===== src/rtl/group_split_pkg.sv =====
// group_split_pkg: shared constants for the grouping protocol.
// Holds the default geometry, the width derivations of the packed output
// entry and its field offsets. The re-grouping stage imports the same
// package, so both ends agree on the entry layout:
//   entry = {zero[ZERO_INFO-1:0], rep[REP_INFO-1:0], value[DATA_WIDTH-1:0]}
// Also holds the load/emit FSM state type.
package group_split_pkg;

    localparam int DEF_GROUP_SIZE     = 4;
    localparam int DEF_LOG_GROUP_SIZE = 2;
    localparam int DEF_DATA_WIDTH     = 16;

    function automatic int rep_info(input int group_size);
        return group_size * group_size;
    endfunction

    function automatic int zero_info(input int group_size);
        return group_size;
    endfunction

    function automatic int output_width(input int group_size, input int data_width);
        return data_width + rep_info(group_size) + zero_info(group_size);
    endfunction

    localparam int REP_INFO     = rep_info(DEF_GROUP_SIZE);
    localparam int ZERO_INFO    = zero_info(DEF_GROUP_SIZE);
    localparam int OUTPUT_WIDTH = output_width(DEF_GROUP_SIZE, DEF_DATA_WIDTH);

    // Field offsets inside the packed entry
    localparam int VALUE_LSB = 0;
    localparam int REP_LSB   = DEF_DATA_WIDTH;
    localparam int ZERO_LSB  = DEF_DATA_WIDTH + REP_INFO;

    typedef enum logic [1:0] {
        IDLE,
        LOAD,
        EMIT
    } state_t;

endpackage


===== src/rtl/group_split_if.sv =====
// group_split_if: upstream group write and downstream entry stream.
//   data_in   : GROUP_SIZE*DATA_WIDTH group, position i at [i*DATA_WIDTH +: DATA_WIDTH]
//   valid_in  : group write strobe
//   avail_out : upstream may write
//   data_out  : packed entry {zero, rep, value}
//   valid_out : entry valid (a transfer whenever asserted)
//   avail_in  : downstream has space
// master = environment side (source of groups, sink of entries),
// slave  = group_split side.
interface group_split_if
    import group_split_pkg::*;
#(
    parameter int GROUP_SIZE = DEF_GROUP_SIZE,
    parameter int DATA_WIDTH = DEF_DATA_WIDTH
);
    localparam int OUT_W = output_width(GROUP_SIZE, DATA_WIDTH);

    logic [GROUP_SIZE*DATA_WIDTH-1:0] data_in;
    logic                             valid_in;
    logic                             avail_out;
    logic [OUT_W-1:0]                 data_out;
    logic                             valid_out;
    logic                             avail_in;

    modport master (
        output data_in, valid_in, avail_in,
        input  avail_out, data_out, valid_out
    );

    modport slave (
        input  data_in, valid_in, avail_in,
        output avail_out, data_out, valid_out
    );
endinterface


===== src/rtl/group_split_fifo.sv =====
// group_split_fifo: small show-ahead FIFO holding whole groups.
// Ports: clk, rst (async, active-low), write/data_in, read/data_out
// (data_out is the current head), empty, full, almost_full (one slot left).
// Writes while full and reads while empty are ignored.
module group_split_fifo #(
    parameter int WIDTH         = 64,
    parameter int NUM_SLOTS     = 4,
    parameter int LOG_NUM_SLOTS = 2
) (
    input  logic             clk,
    input  logic             rst,
    input  logic             write,
    input  logic [WIDTH-1:0] data_in,
    input  logic             read,
    output logic [WIDTH-1:0] data_out,
    output logic             empty,
    output logic             full,
    output logic             almost_full
);
    logic [WIDTH-1:0]         mem [NUM_SLOTS];
    logic [LOG_NUM_SLOTS-1:0] wr_ptr, rd_ptr;
    logic [LOG_NUM_SLOTS:0]   count;
    logic                     wr_en, rd_en;

    assign wr_en       = write && !full;
    assign rd_en       = read && !empty;
    assign empty       = (count == '0);
    assign full        = (count == (LOG_NUM_SLOTS+1)'(NUM_SLOTS));
    assign almost_full = (count == (LOG_NUM_SLOTS+1)'(NUM_SLOTS - 1));
    assign data_out    = mem[rd_ptr];

    always_ff @(posedge clk) begin
        if (wr_en) mem[wr_ptr] <= data_in;
    end

    always_ff @(posedge clk or negedge rst) begin
        if (!rst) begin
            wr_ptr <= '0;
            rd_ptr <= '0;
            count  <= '0;
        end else begin
            if (wr_en) wr_ptr <= wr_ptr + 1'b1;
            if (rd_en) rd_ptr <= rd_ptr + 1'b1;
            case ({wr_en, rd_en})
                2'b10:   count <= count + 1'b1;
                2'b01:   count <= count - 1'b1;
                default: count <= count;
            endcase
        end
    end
endmodule


===== src/rtl/group_split.sv =====
// group_split: transmitter side of the grouping protocol. Each group of
// GROUP_SIZE values becomes one entry per distinct representative value,
// every entry carrying the group's repetition matrix and zero vector.
// Ports: clk, rst (async, active-low), configure/num_iters/num_reads_per_iter
// (counter load + enable), bus (group_split_if.slave: group in, entries out).
// Build option: RTLINF_ZERO_SKIP_EN flags zeros in the zero vector and never
// represents them; undefined, zero is an ordinary value and zero stays 0.
module group_split
    import group_split_pkg::*;
#(
    parameter int GROUP_SIZE             = DEF_GROUP_SIZE,
    parameter int LOG_GROUP_SIZE         = DEF_LOG_GROUP_SIZE,
    parameter int DATA_WIDTH             = DEF_DATA_WIDTH,
    parameter int LOG_MAX_ITERS          = 16,
    parameter int LOG_MAX_READS_PER_ITER = 16
) (
    input  logic                              clk,
    input  logic                              rst,
    input  logic                              configure,
    input  logic [LOG_MAX_ITERS-1:0]          num_iters,
    input  logic [LOG_MAX_READS_PER_ITER-1:0] num_reads_per_iter,
    group_split_if.slave                      bus
);
    localparam int REP_W  = rep_info(GROUP_SIZE);
    localparam int ZERO_W = zero_info(GROUP_SIZE);
    localparam int GRP_W  = GROUP_SIZE * DATA_WIDTH;

    state_t                            state, state_n;
    logic [GRP_W-1:0]                  head, grp_r;
    logic [REP_W-1:0]                  rep_c, rep_r;
    logic [ZERO_W-1:0]                 zero_c, zero_r;
    logic [GROUP_SIZE-1:0]             diag_c, pend_r, pend_next;
    logic [LOG_GROUP_SIZE-1:0]         sel;
    logic                              found;
    logic                              empty, full, almost_full, pop;
    logic                              fire, done;
    logic                              enabled_r, enabled_n;
    logic [LOG_MAX_ITERS-1:0]          iters_r, iters_n;
    logic [LOG_MAX_READS_PER_ITER-1:0] reads_r, reads_n, reads_copy_r;

    group_split_fifo #(
        .WIDTH(GRP_W),
        .NUM_SLOTS(4),
        .LOG_NUM_SLOTS(2)
    ) u_fifo (
        .clk(clk),
        .rst(rst),
        .write(bus.valid_in),
        .data_in(bus.data_in),
        .read(pop),
        .data_out(head),
        .empty(empty),
        .full(full),
        .almost_full(almost_full)
    );

    // Representatives, repetition matrix and zero vector of the FIFO head
    always_comb begin
        zero_c = '0;
        diag_c = '0;
        rep_c  = '0;
        for (int unsigned i = 0; i < GROUP_SIZE; i++) begin
`ifdef RTLINF_ZERO_SKIP_EN
            zero_c[i] = (head[i*DATA_WIDTH +: DATA_WIDTH] == '0);
            diag_c[i] = !zero_c[i];
`else
            diag_c[i] = 1'b1;
`endif
            for (int unsigned j = 0; j < i; j++) begin
                if (head[j*DATA_WIDTH +: DATA_WIDTH] == head[i*DATA_WIDTH +: DATA_WIDTH])
                    diag_c[i] = 1'b0;
            end
        end
        for (int unsigned i = 0; i < GROUP_SIZE; i++) begin
            for (int unsigned j = 0; j < GROUP_SIZE; j++) begin
                rep_c[i*GROUP_SIZE + j] = diag_c[i] &&
                    (head[j*DATA_WIDTH +: DATA_WIDTH] == head[i*DATA_WIDTH +: DATA_WIDTH]);
            end
        end
    end

    // Lowest pending representative
    always_comb begin
        sel   = '0;
        found = 1'b0;
        for (int unsigned i = 0; i < GROUP_SIZE; i++) begin
            if (pend_r[i] && !found) begin
                sel   = LOG_GROUP_SIZE'(i);
                found = 1'b1;
            end
        end
    end

    assign pend_next = pend_r & (pend_r - 1'b1);
    assign fire      = (state == EMIT) && bus.avail_in;
    assign done      = fire && (pend_next == '0);

    // Counter update; configure takes priority over a group completion
    always_comb begin
        enabled_n = enabled_r;
        iters_n   = iters_r;
        reads_n   = reads_r;
        if (configure) begin
            enabled_n = 1'b1;
            iters_n   = num_iters;
            reads_n   = num_reads_per_iter;
        end else if (done) begin
            if (reads_r == LOG_MAX_READS_PER_ITER'(1)) begin
                if (iters_r == LOG_MAX_ITERS'(1)) begin
                    enabled_n = 1'b0;
                end else begin
                    iters_n = iters_r - 1'b1;
                    reads_n = reads_copy_r;
                end
            end else begin
                reads_n = reads_r - 1'b1;
            end
        end
    end

    always_comb begin
        state_n = state;
        pop     = 1'b0;
        unique case (state)
            IDLE: if (!empty && enabled_r) state_n = LOAD;
            LOAD: begin
                pop     = 1'b1;
                state_n = EMIT;
            end
            EMIT: if (done) state_n = (!empty && enabled_n) ? LOAD : IDLE;
            default: state_n = IDLE;
        endcase
    end

    always_ff @(posedge clk or negedge rst) begin
        if (!rst) begin
            state        <= IDLE;
            enabled_r    <= 1'b0;
            iters_r      <= '0;
            reads_r      <= '0;
            reads_copy_r <= '0;
            grp_r        <= '0;
            rep_r        <= '0;
            zero_r       <= '0;
            pend_r       <= '0;
        end else begin
            state     <= state_n;
            enabled_r <= enabled_n;
            iters_r   <= iters_n;
            reads_r   <= reads_n;
            if (configure) reads_copy_r <= num_reads_per_iter;
            if (pop) begin
                grp_r  <= head;
                rep_r  <= rep_c;
                zero_r <= zero_c;
                // No representative means an all-zero group: emit position 0 once
                pend_r <= (diag_c == '0) ? GROUP_SIZE'(1) : diag_c;
            end else if (fire) begin
                pend_r <= pend_next;
            end
        end
    end

    assign bus.valid_out = fire;
    assign bus.data_out  = {zero_r, rep_r, grp_r[sel*DATA_WIDTH +: DATA_WIDTH]};
    assign bus.avail_out = !full && !almost_full && enabled_r;
endmodule


===== src/flat_wrapper.sv =====
// flat-port wrapper written by rule: the top's interface ports become plain ports
module group_split_flat import group_split_pkg::*;
#(
    parameter int GROUP_SIZE             = DEF_GROUP_SIZE,
    parameter int LOG_GROUP_SIZE         = DEF_LOG_GROUP_SIZE,
    parameter int DATA_WIDTH             = DEF_DATA_WIDTH,
    parameter int LOG_MAX_ITERS          = 16,
    parameter int LOG_MAX_READS_PER_ITER = 16
)
  (clk, rst, configure, num_iters, num_reads_per_iter, bus_data_in, bus_valid_in, bus_avail_in, bus_avail_out, bus_data_out, bus_valid_out);
  group_split_if #(.GROUP_SIZE(GROUP_SIZE), .DATA_WIDTH(DATA_WIDTH)) bus_i ();
  input  logic clk;
  input  logic rst;
  input  logic configure;
  input  logic [LOG_MAX_ITERS-1:0] num_iters;
  input  logic [LOG_MAX_READS_PER_ITER-1:0] num_reads_per_iter;
  input wire logic [$bits(bus_i.data_in)-1:0] bus_data_in;
  input wire logic [$bits(bus_i.valid_in)-1:0] bus_valid_in;
  input wire logic [$bits(bus_i.avail_in)-1:0] bus_avail_in;
  output wire logic [$bits(bus_i.avail_out)-1:0] bus_avail_out;
  output wire logic [$bits(bus_i.data_out)-1:0] bus_data_out;
  output wire logic [$bits(bus_i.valid_out)-1:0] bus_valid_out;
  assign bus_i.data_in = bus_data_in;
  assign bus_i.valid_in = bus_valid_in;
  assign bus_i.avail_in = bus_avail_in;
  assign bus_avail_out = bus_i.avail_out;
  assign bus_data_out = bus_i.data_out;
  assign bus_valid_out = bus_i.valid_out;
  group_split #(.GROUP_SIZE(GROUP_SIZE), .LOG_GROUP_SIZE(LOG_GROUP_SIZE), .DATA_WIDTH(DATA_WIDTH), .LOG_MAX_ITERS(LOG_MAX_ITERS), .LOG_MAX_READS_PER_ITER(LOG_MAX_READS_PER_ITER)) u_core (.clk(clk), .rst(rst), .configure(configure), .num_iters(num_iters), .num_reads_per_iter(num_reads_per_iter), .bus(bus_i));
endmodule

===== config.mk =====
export PLATFORM = sky130hd
export DESIGN_NAME = group_split_flat
export DESIGN_NICKNAME = d
export VERILOG_FILES = /design/src/rtl/group_split_pkg.sv /design/src/rtl/group_split_if.sv /design/src/rtl/group_split_fifo.sv /design/src/rtl/group_split.sv /design/src/flat_wrapper.sv
export SDC_FILE = /design/constraint.sdc
export NUM_CORES = 1
export LEC_CHECK = 0
export BUFFER_PORTS_ARGS = -buffer_cell sky130_fd_sc_hd__clkbuf_2
export CORE_MARGIN = 8
export CORE_UTILIZATION = 58
export CTS_CLUSTER_DIAMETER = 200
export DETAILED_ROUTE_END_ITERATION = 16
export GPL_TIMING_DRIVEN = 0
export PLACE_DENSITY = 0.83
export SLEW_MARGIN = 30
export SYNTH_ARGS = -nofsm -noshare
export SYNTH_HDL_FRONTEND = slang
export SYNTH_HIERARCHICAL = 1
export SYNTH_SLANG_ARGS = --single-unit

===== constraint.sdc =====
create_clock -name clk -period 5.3 [get_ports clk]
set_input_delay 0.265 -clock clk [delete_from_list [all_inputs] [get_ports clk]]
set_output_delay 0.265 -clock clk [all_outputs]
set_load 0.02 [all_outputs]

==> metrics.yaml, run 1 <==
run_status:
  status: "completed"
floorplanning:
  row_count: 63
  coreArea_mm2: 0.0293
  die_w_um: 188
  ios: 139
  die-area_mm2: 0.0353
  initial_utilization_pct: 58.4
  die_h_um: 188
logic_synthesis:
  synth_top_cells_by_area: "edfxtp_1 (45%), dfrtp_1 (21%), mux4_2 (11%), xor2_1 (5.5%), nand2_1 (5.3%)"
  postSynth.asyncResetShare_pct: 35.5
  seq_area_frac_synth_pct: 65.5
  synth_warnings: 6
  synth_top_area_share_pct: 44.9
  syn_area_per_cell_um2: 14.6
  yosysUniqueCellTypes: 62
  synth-edff-count: 256
  synth_area_mm2: 0.0171
  ys.flop_type: "edfxtp_1"
  netlist_instances: 1169
  synth-seq-cells: 397
  synth_top_area_cell: "edfxtp_1"
finish:
  final_cells: 1866
  diodes: 0
  fin_nets: 1555
  finalCoreUtilization_pct: 70.4
  final_area_mm2: 0.0206
  area.growth.synth_to_final_pct: 20.5
  drive_above_1_share_pct: 22.7
  fillCellCount: 1824
clocking:
  cts-resized-gates: 0
  cts_buffers: 40
  cts-root-buf: "clkbuf_16"
  clockBufferDepth: 3
  clock_latency_ns: 0.53
  cts_max_level: 2
  path_clk_slew_ns: 0.06
  cts.sinks: 397
  tritoncts: "done"
setup_path:
  path_class: "flop to output pin"
  path_buf_inv: 3
  rr_endpoint: "u_core/u_fifo/count[2]"
  cpLargestDelayFamily: "buffers and inverters"
  worstRegToRegCells: 11
  critical_path.max_stage_delay_ns: 0.64
  critPathLaunchType: "flop"
  r2r_slack_ns: 2.29
  slowest_stage: "clkbuf_1"
  cpMostUsedCell: "clkbuf_1"
  crit_fanout: 10
  crit_chain: "clkbuf_1 > nor3_2 > clkbuf_1 > mux4_2 > clkbuf_2"
  arrival_ns: 2.88
  crit_required_ns: 5.04
  crit_path_end_kind: "output pin"
  r2r-start: "u_core/state[1]"
routing:
  final_antenna_net_count: 0
  wl_per_cell_um: 22.8
  post-route-drc-count: 0
  via_per_inst: 5.92
  dr_wl_met3_mm: 3.53
  wl_met2_mm: 21.0
  top_layer: "met4"
  dr.pass1.iters: 5
  wl_mm: 42.5
  dr_total_vias: 11000
  drtIter0Drc: 1173
  wl_met1_mm: 16.6
placed_design:
  gp_congestion: 0.912
  dpl.cell_count: 1700
  place_area_mm2: 0.0184
  place_hpwl_mm: 28.3
  port_buffers: 132
power:
  power_w: 0.0119
  static-leakage-power_nw: 8.12
  vdd_drop_max_v: 0.000374
  cellPowerDensity_mw_per_mm2: 575
timing:
  fin_crit_sh_pct: 59.4
  slew_viol_final: 0
  finalSetupViolations: 0
  setup_tns_ns: 0
  rsz0062_at_grt: "false"
  skew_ns: 0.0160
  tightest_slew_ns: 0.808
  slew_headroom_pct: 45.7
  max_freq_mhz: 318
  period_needed_ns: 3.15
  hold_viol: 0
job:
  drv_cap: 0
grt:
  grt-ovfl-total: 0
  grt_use_total_pct: 24.1
  grt_pass1_vias: 11600
  antenna_found_initial: 0
  grt_first_pass_wirelength_mm: 66.4
  grt_max_degree: 78
worst_hold_path:
  holdPathEnd: "u_core/reads_copy_r[3]"
  min_path_type: "input port to flop"
  min_delay_path_depth: 2
  min_from: "num_reads_per_iter[3]"
==> flip-flops by register name, indices dropped and copies added (netlist names) <==
signal / cells
u_core/u_fifo/mem: 256
u_core/grp_r: 64
u_core/iters_r: 16
u_core/reads_copy_r: 16
u_core/reads_r: 16
u_core/rep_r: 15
u_core/pend_r: 4
u_core/u_fifo/count: 3
u_core/state: 2
u_core/u_fifo/rd_ptr: 2
u_core/u_fifo/wr_ptr: 2
u_core/enabled_r: 1
==> worst reg2reg max path, stage by stage (launching register included) <==
cell and delay (ns):
dfrtp_1 0.39, inv_1 0.10, nand2_1 0.21, inv_1 0.18, clkbuf_1 0.58, o31a_1 0.37, ha_1 0.23, inv_1 0.06
fa_1 0.37, xor2_1 0.15, nor2_1 0.14, xor2_1 0.17
==> timing repair <==
action	in CTS	in global routing
setup buffers	0	0
endpoints found under the hold margin	349	0
hold buffers	92	0
==> cells by family after synthesis <==
family                   share of synthesized area (%)
adder cells (fa/ha/maj)                          0.775
AND/OR/NAND/NOR                                   10.2
multiplexers                                      11.8
XOR/XNOR                                          6.19
flip-flops                                        65.5
other                                           0.0219
AO/OA/AOI/OAI                                     3.28
buffers and inverters                             2.20
==> placed cells by master (no fill, tap or decap), drive strengths merged, types with 8 or more instances in the layout <==
master,instances
mux2,17
nand2,241
xor2,108
clkbuf,209
buf,34
nor2,28
nor4,32
o21ai,40
ha,9
nor3,17
mux4,80
a21oi,17
dfrtp,141
edfxtp,256
nand4,11
clkinv,19
nor2b,8
inv,23
xnor2,13
dlygate4sd3,92
==> area by class of cell <==
class | count | area (um^2) | area share (%)
sequential | 397 | 11200 | 54.4
multi-input combinational | 698 | 5560 | 26.9
timing repair buffer | 229 | 1700 | 8.23
clock buffer | 52 | 1110 | 5.37
tap | 390 | 488 | 2.36
buffer | 54 | 287 | 1.39
clock inverter | 22 | 188 | 0.910
inverter | 24 | 90.1 | 0.437
==> synth_stat cells, types with 9 or more instances <==
master,number
mux4_2,80
nor3_1,13
inv_1,23
ha_1,9
buf_2,10
edfxtp_1,256
mux2_2,17
nor4_1,27
dfrtp_1,141
clkbuf_1,25
a21oi_1,17
nand2_1,241
xnor2_1,13
o21ai_0,37
nand4_1,10
nor2_1,28
xor2_1,108
==> worst max path at each step <==
stage | start | to | slack [ns] | depth (start not counted)
after global routing | u_core/pend_r[3] | bus_data_out[4] | 2.00 | 5
after floorplan | u_core/u_fifo/count[2] | u_core/u_fifo/mem[0][0] | 2.54 | 3
after global placement | u_core/u_fifo/count[2] | u_core/u_fifo/mem[0][16] | 1.43 | 3
after CTS | u_core/pend_r[3] | bus_data_out[6] | 1.80 | 5
final | u_core/pend_r[1] | bus_data_out[6] | 2.15 | 5
after detailed placement | u_core/pend_r[3] | bus_data_out[6] | 2.35 | 5
==> stage by stage <==
stage	hold WS, ns	worst slack, ns
after floorplan	-0.0306	2.54
after detailed placement	0.305	2.35
after global placement	0.453	1.43
after CTS	0.000163	1.80
after global routing	0.00961	2.00
final	0.00780	2.15
==> report_power, final <==
part,internal [W],leakage [nW],switching [W]
Sequential,0.00411,4.07,0.000346
Clock,0.00162,0.636,0.00115
Combinational,0.00176,3.42,0.00287
Total,0.00749,8.12,0.00437
==> metal layers <==
metal | track usage [%] | up-vias
li1 | - | 4861
met1 | 31.0 | 5520
met2 | 40.3 | 558
met3 | 5.42 | 108
met4 | 8.27 | 0
met5 | 0 | -
(Power assumes the default switching activity.)
==> inputs of run 2 (changes only) <==
--- a/config.mk
+++ b/config.mk
@@ -7,11 +7,11 @@
 export LEC_CHECK = 0
 export BUFFER_PORTS_ARGS = -buffer_cell sky130_fd_sc_hd__clkbuf_2
 export CORE_MARGIN = 8
-export CORE_UTILIZATION = 58
+export CORE_UTILIZATION = 54
 export CTS_CLUSTER_DIAMETER = 200
 export DETAILED_ROUTE_END_ITERATION = 16
 export GPL_TIMING_DRIVEN = 0
-export PLACE_DENSITY = 0.83
+export PLACE_DENSITY = 0.81
 export SLEW_MARGIN = 30
 export SYNTH_ARGS = -nofsm -noshare
 export SYNTH_HDL_FRONTEND = slang
==> constraint.sdc (replaced) <==
create_clock -name clk -period 2.86 [get_ports clk]
set_input_delay 0.143 -clock clk [delete_from_list [all_inputs] [get_ports clk]]
set_output_delay 0.143 -clock clk [all_outputs]
set_load 0.02 [all_outputs]
==> metrics.yaml, run 2 (same netlist as run 1, synthesis figures left out) <==
run_status:
  status: "completed"
setup_path:
  path_class: "flop to flop"
  path_buf_inv: 3  # unchanged
  rr_endpoint: "u_core/pend_r[3]"
  crit_fanout: 10  # unchanged
  arrival_ns: 3.14  # +0.26 ns
  critPathLaunchType: "flop"
  critical_path.max_stage_delay_ns: 0.50  # -0.14 ns
  crit_path_end_kind: "flop"
  r2r_slack_ns: 0.14  # -2.15 ns
  r2r-start: "u_core/u_fifo/rd_ptr[1]"
  worstRegToRegCells: 9  # -2
  cpLargestDelayFamily: "buffers and inverters"
  crit_chain: "buf_2 > buf_2 > mux4_2 > xor2_1 > nor4_1 > nand4_1 > buf_4 > nand4_1 > a21oi_1"
  slowest_stage: "mux4_2"
  crit_required_ns: 3.28  # -1.76 ns
finish:
  layout.area.seq_mm2: 0.0112  # unchanged
  top_regs: "u_core/u_fifo/mem (256), u_core/grp_r (64)"
  drive_above_1_share_pct: 23.7  # +1.0 points
  multi_input_area_mm2: 0.00562  # +1.0%
  diodes: 0  # unchanged
  fin_nets: 1570  # +0.96%
  most-common-layout-cells: "edfxtp_1 (256), nand2_1 (241), dfrtp_1 (141), clkbuf_2 (133), xor2_1 (108)"
  area.growth.synth_to_final_pct: 22.5
  fillCellCount: 2075  # +14%
  final_cells: 1893  # +1.4%
  final_common_cell: "edfxtp_1"
  largest_register_ff_count: 256  # unchanged
  top_register: "u_core/u_fifo/mem"
routing:
  wl_mm: 43.9  # +3.4%
  final_antenna_net_count: 0  # unchanged
  wl_per_cell_um: 23.2  # +1.9%
  dr.pass1.iters: 7  # +2
  dr_total_vias: 11100  # +0.82%
  post-route-drc-count: 0  # unchanged
  drtIter0Drc: 1280  # +9.1%
  via_per_inst: 5.88  # -0.61%
placed_design:
  dpl.cell_count: 1713  # +0.76%
  port_buffers: 132  # unchanged
  place_hpwl_mm: 29.0  # +2.5%
  gp_congestion: 0.926  # +1.5%
clocking:
  cts_buffers: 41  # +2.5%
  clock_latency_ns: 0.55  # +0.02 ns
  cts_max_level: 2  # unchanged
  path_clk_slew_ns: 0.06  # about the same
  cts-root-buf: "clkbuf_16"
  clockBufferDepth: 3  # unchanged
  cts.sinks: 397  # unchanged
  tritoncts: "done"
grt:
  antenna_found_initial: 0  # unchanged
  grt-ovfl-total: 0  # unchanged
  grt_pass1_vias: 11400  # -1.5%
  grt_use_total_pct: 23.3  # -0.89 points
  grt_max_degree: 77  # -1.3%
  grt_first_pass_wirelength_mm: 68.0  # +2.4%
timing:
  tightest_slew_ns: 0.927  # +0.119 ns
  finalSetupViolations: 0  # unchanged
  hold_viol: 0  # unchanged
  slew_viol_final: 0  # unchanged
  slew_headroom_pct: 37.7  # -8.0 points
  rsz0062_at_grt: "false"
  skew_ns: 0.0181  # +0.00208 ns
  period_needed_ns: 2.72
  setup_tns_ns: 0  # unchanged
  fin_crit_sh_pct: 94.9
  max_freq_mhz: 368
worst_hold_path:
  holdPathEnd: "u_core/u_fifo/wr_ptr[0]"
  min_delay_path_depth: 3  # +1
  min_path_type: "input port to flop"
  min_from: "bus_valid_in"
floorplanning:
  die_w_um: 194  # +3.3%
  die-area_mm2: 0.0377  # +6.8%
  row_count: 65  # +3.2%
  initial_utilization_pct: 54.5  # -3.8 points
  coreArea_mm2: 0.0314  # +7.1%
  ios: 139  # unchanged
  die_h_um: 194  # +3.3%
power:
  vdd_drop_max_v: 0.000954  # +160%
  cellPowerDensity_mw_per_mm2: 1080  # +88%
  static-leakage-power_nw: 8.26  # +1.7%
  power_w: 0.0226  # +91%
job:
  drv_cap: 0  # unchanged
## run 2: cell types whose count changed in the layout (fill, tap and decap cells not counted), sizes merged
cell,previous run,this run
clkinv,19,14
dlygate4sd3,92,98
buf,34,43
clkbuf,209,211
inv,23,24
bufinv,3,5
## run 2: how the worst max path moves through the flow
stage / end / cells past startpoint / from
2_1_floorplan: u_core/u_fifo/mem[0][0] / 3 / u_core/u_fifo/count[2]
3_3_place_gp: u_core/u_fifo/mem[0][16] / 3 / u_core/u_fifo/count[2]
3_5_place_dp: u_core/rep_r[11] / 8 / u_core/u_fifo/rd_ptr[0]
4_1_cts: u_core/u_fifo/count[2] / 11 / u_core/state[1]
5_1_grt: u_core/rep_r[6] / 8 / u_core/u_fifo/rd_ptr[0]
6_report: u_core/pend_r[3] / 9 / u_core/u_fifo/rd_ptr[1]
## run 2: worst min-delay path, cell delays in order
cell	delay [ns]
clkbuf_2	0.09
nor2b_2	0.19
xnor2_1	0.13
## run 2: final cells by class
cell class	instances	area share, %
Sequential cell	397	53.5
Multi-Input combinational cell	698	26.8
Timing Repair Buffer	244	8.80
Clock buffer	55	5.53
Tap cell	402	2.40
Buffer	53	1.37
Clock inverter	20	1.18
Inverter	24	0.430
## run 2: repair_timing
action / 4_1_cts / 5_1_grt
hold endpoints to repair: 386 / 0
setup buffers: 0 / 8
gates resized for setup: 7 / 8
pin swaps: 0 / 6
cloned: 0 / 0
hold buffers: 98 / 0
endpoints found under the setup margin: 17 / 28
## run 2: where the power goes
part,switching (W),internal [W],leakage [nW]
registers,0.000659,0.00762,4.07
logic,0.00549,0.00335,3.51
clock network,0.00218,0.00331,0.685
## run 2: stage by stage
step | hold WS (ns) | area, um^2 | util [%] | setup slack (ns)
2_1_floorplan | -0.153 | 17100 | - | 0.0967
3_3_place_gp | 0.356 | 18300 | 58.3 | -1.05
3_5_place_dp | -0.0208 | 18500 | 58.8 | -0.0461
4_1_cts | 0.0453 | 20900 | 66.5 | 0.00101
5_1_grt | 0.0712 | 21000 | 66.8 | 0.00124
6_report | 0.0670 | 21000 | 66.8 | 0.145
## run 2: metal layers
| layer | GRT usage (%) | up-vias | share of wire, % | wire, um |
|---|---|---|---|---|
| met2 | 40.0 | 493 | 51 | 22300 |
| met4 | 6.31 | 0 | 2.1 | 924 |
| met5 | 0 | - | 0 | 0 |
| met3 | 4.86 | 62 | 7.2 | 3160 |
| li1 | - | 4891 | - | - |
| met1 | 29.7 | 5692 | 40 | 17500 |
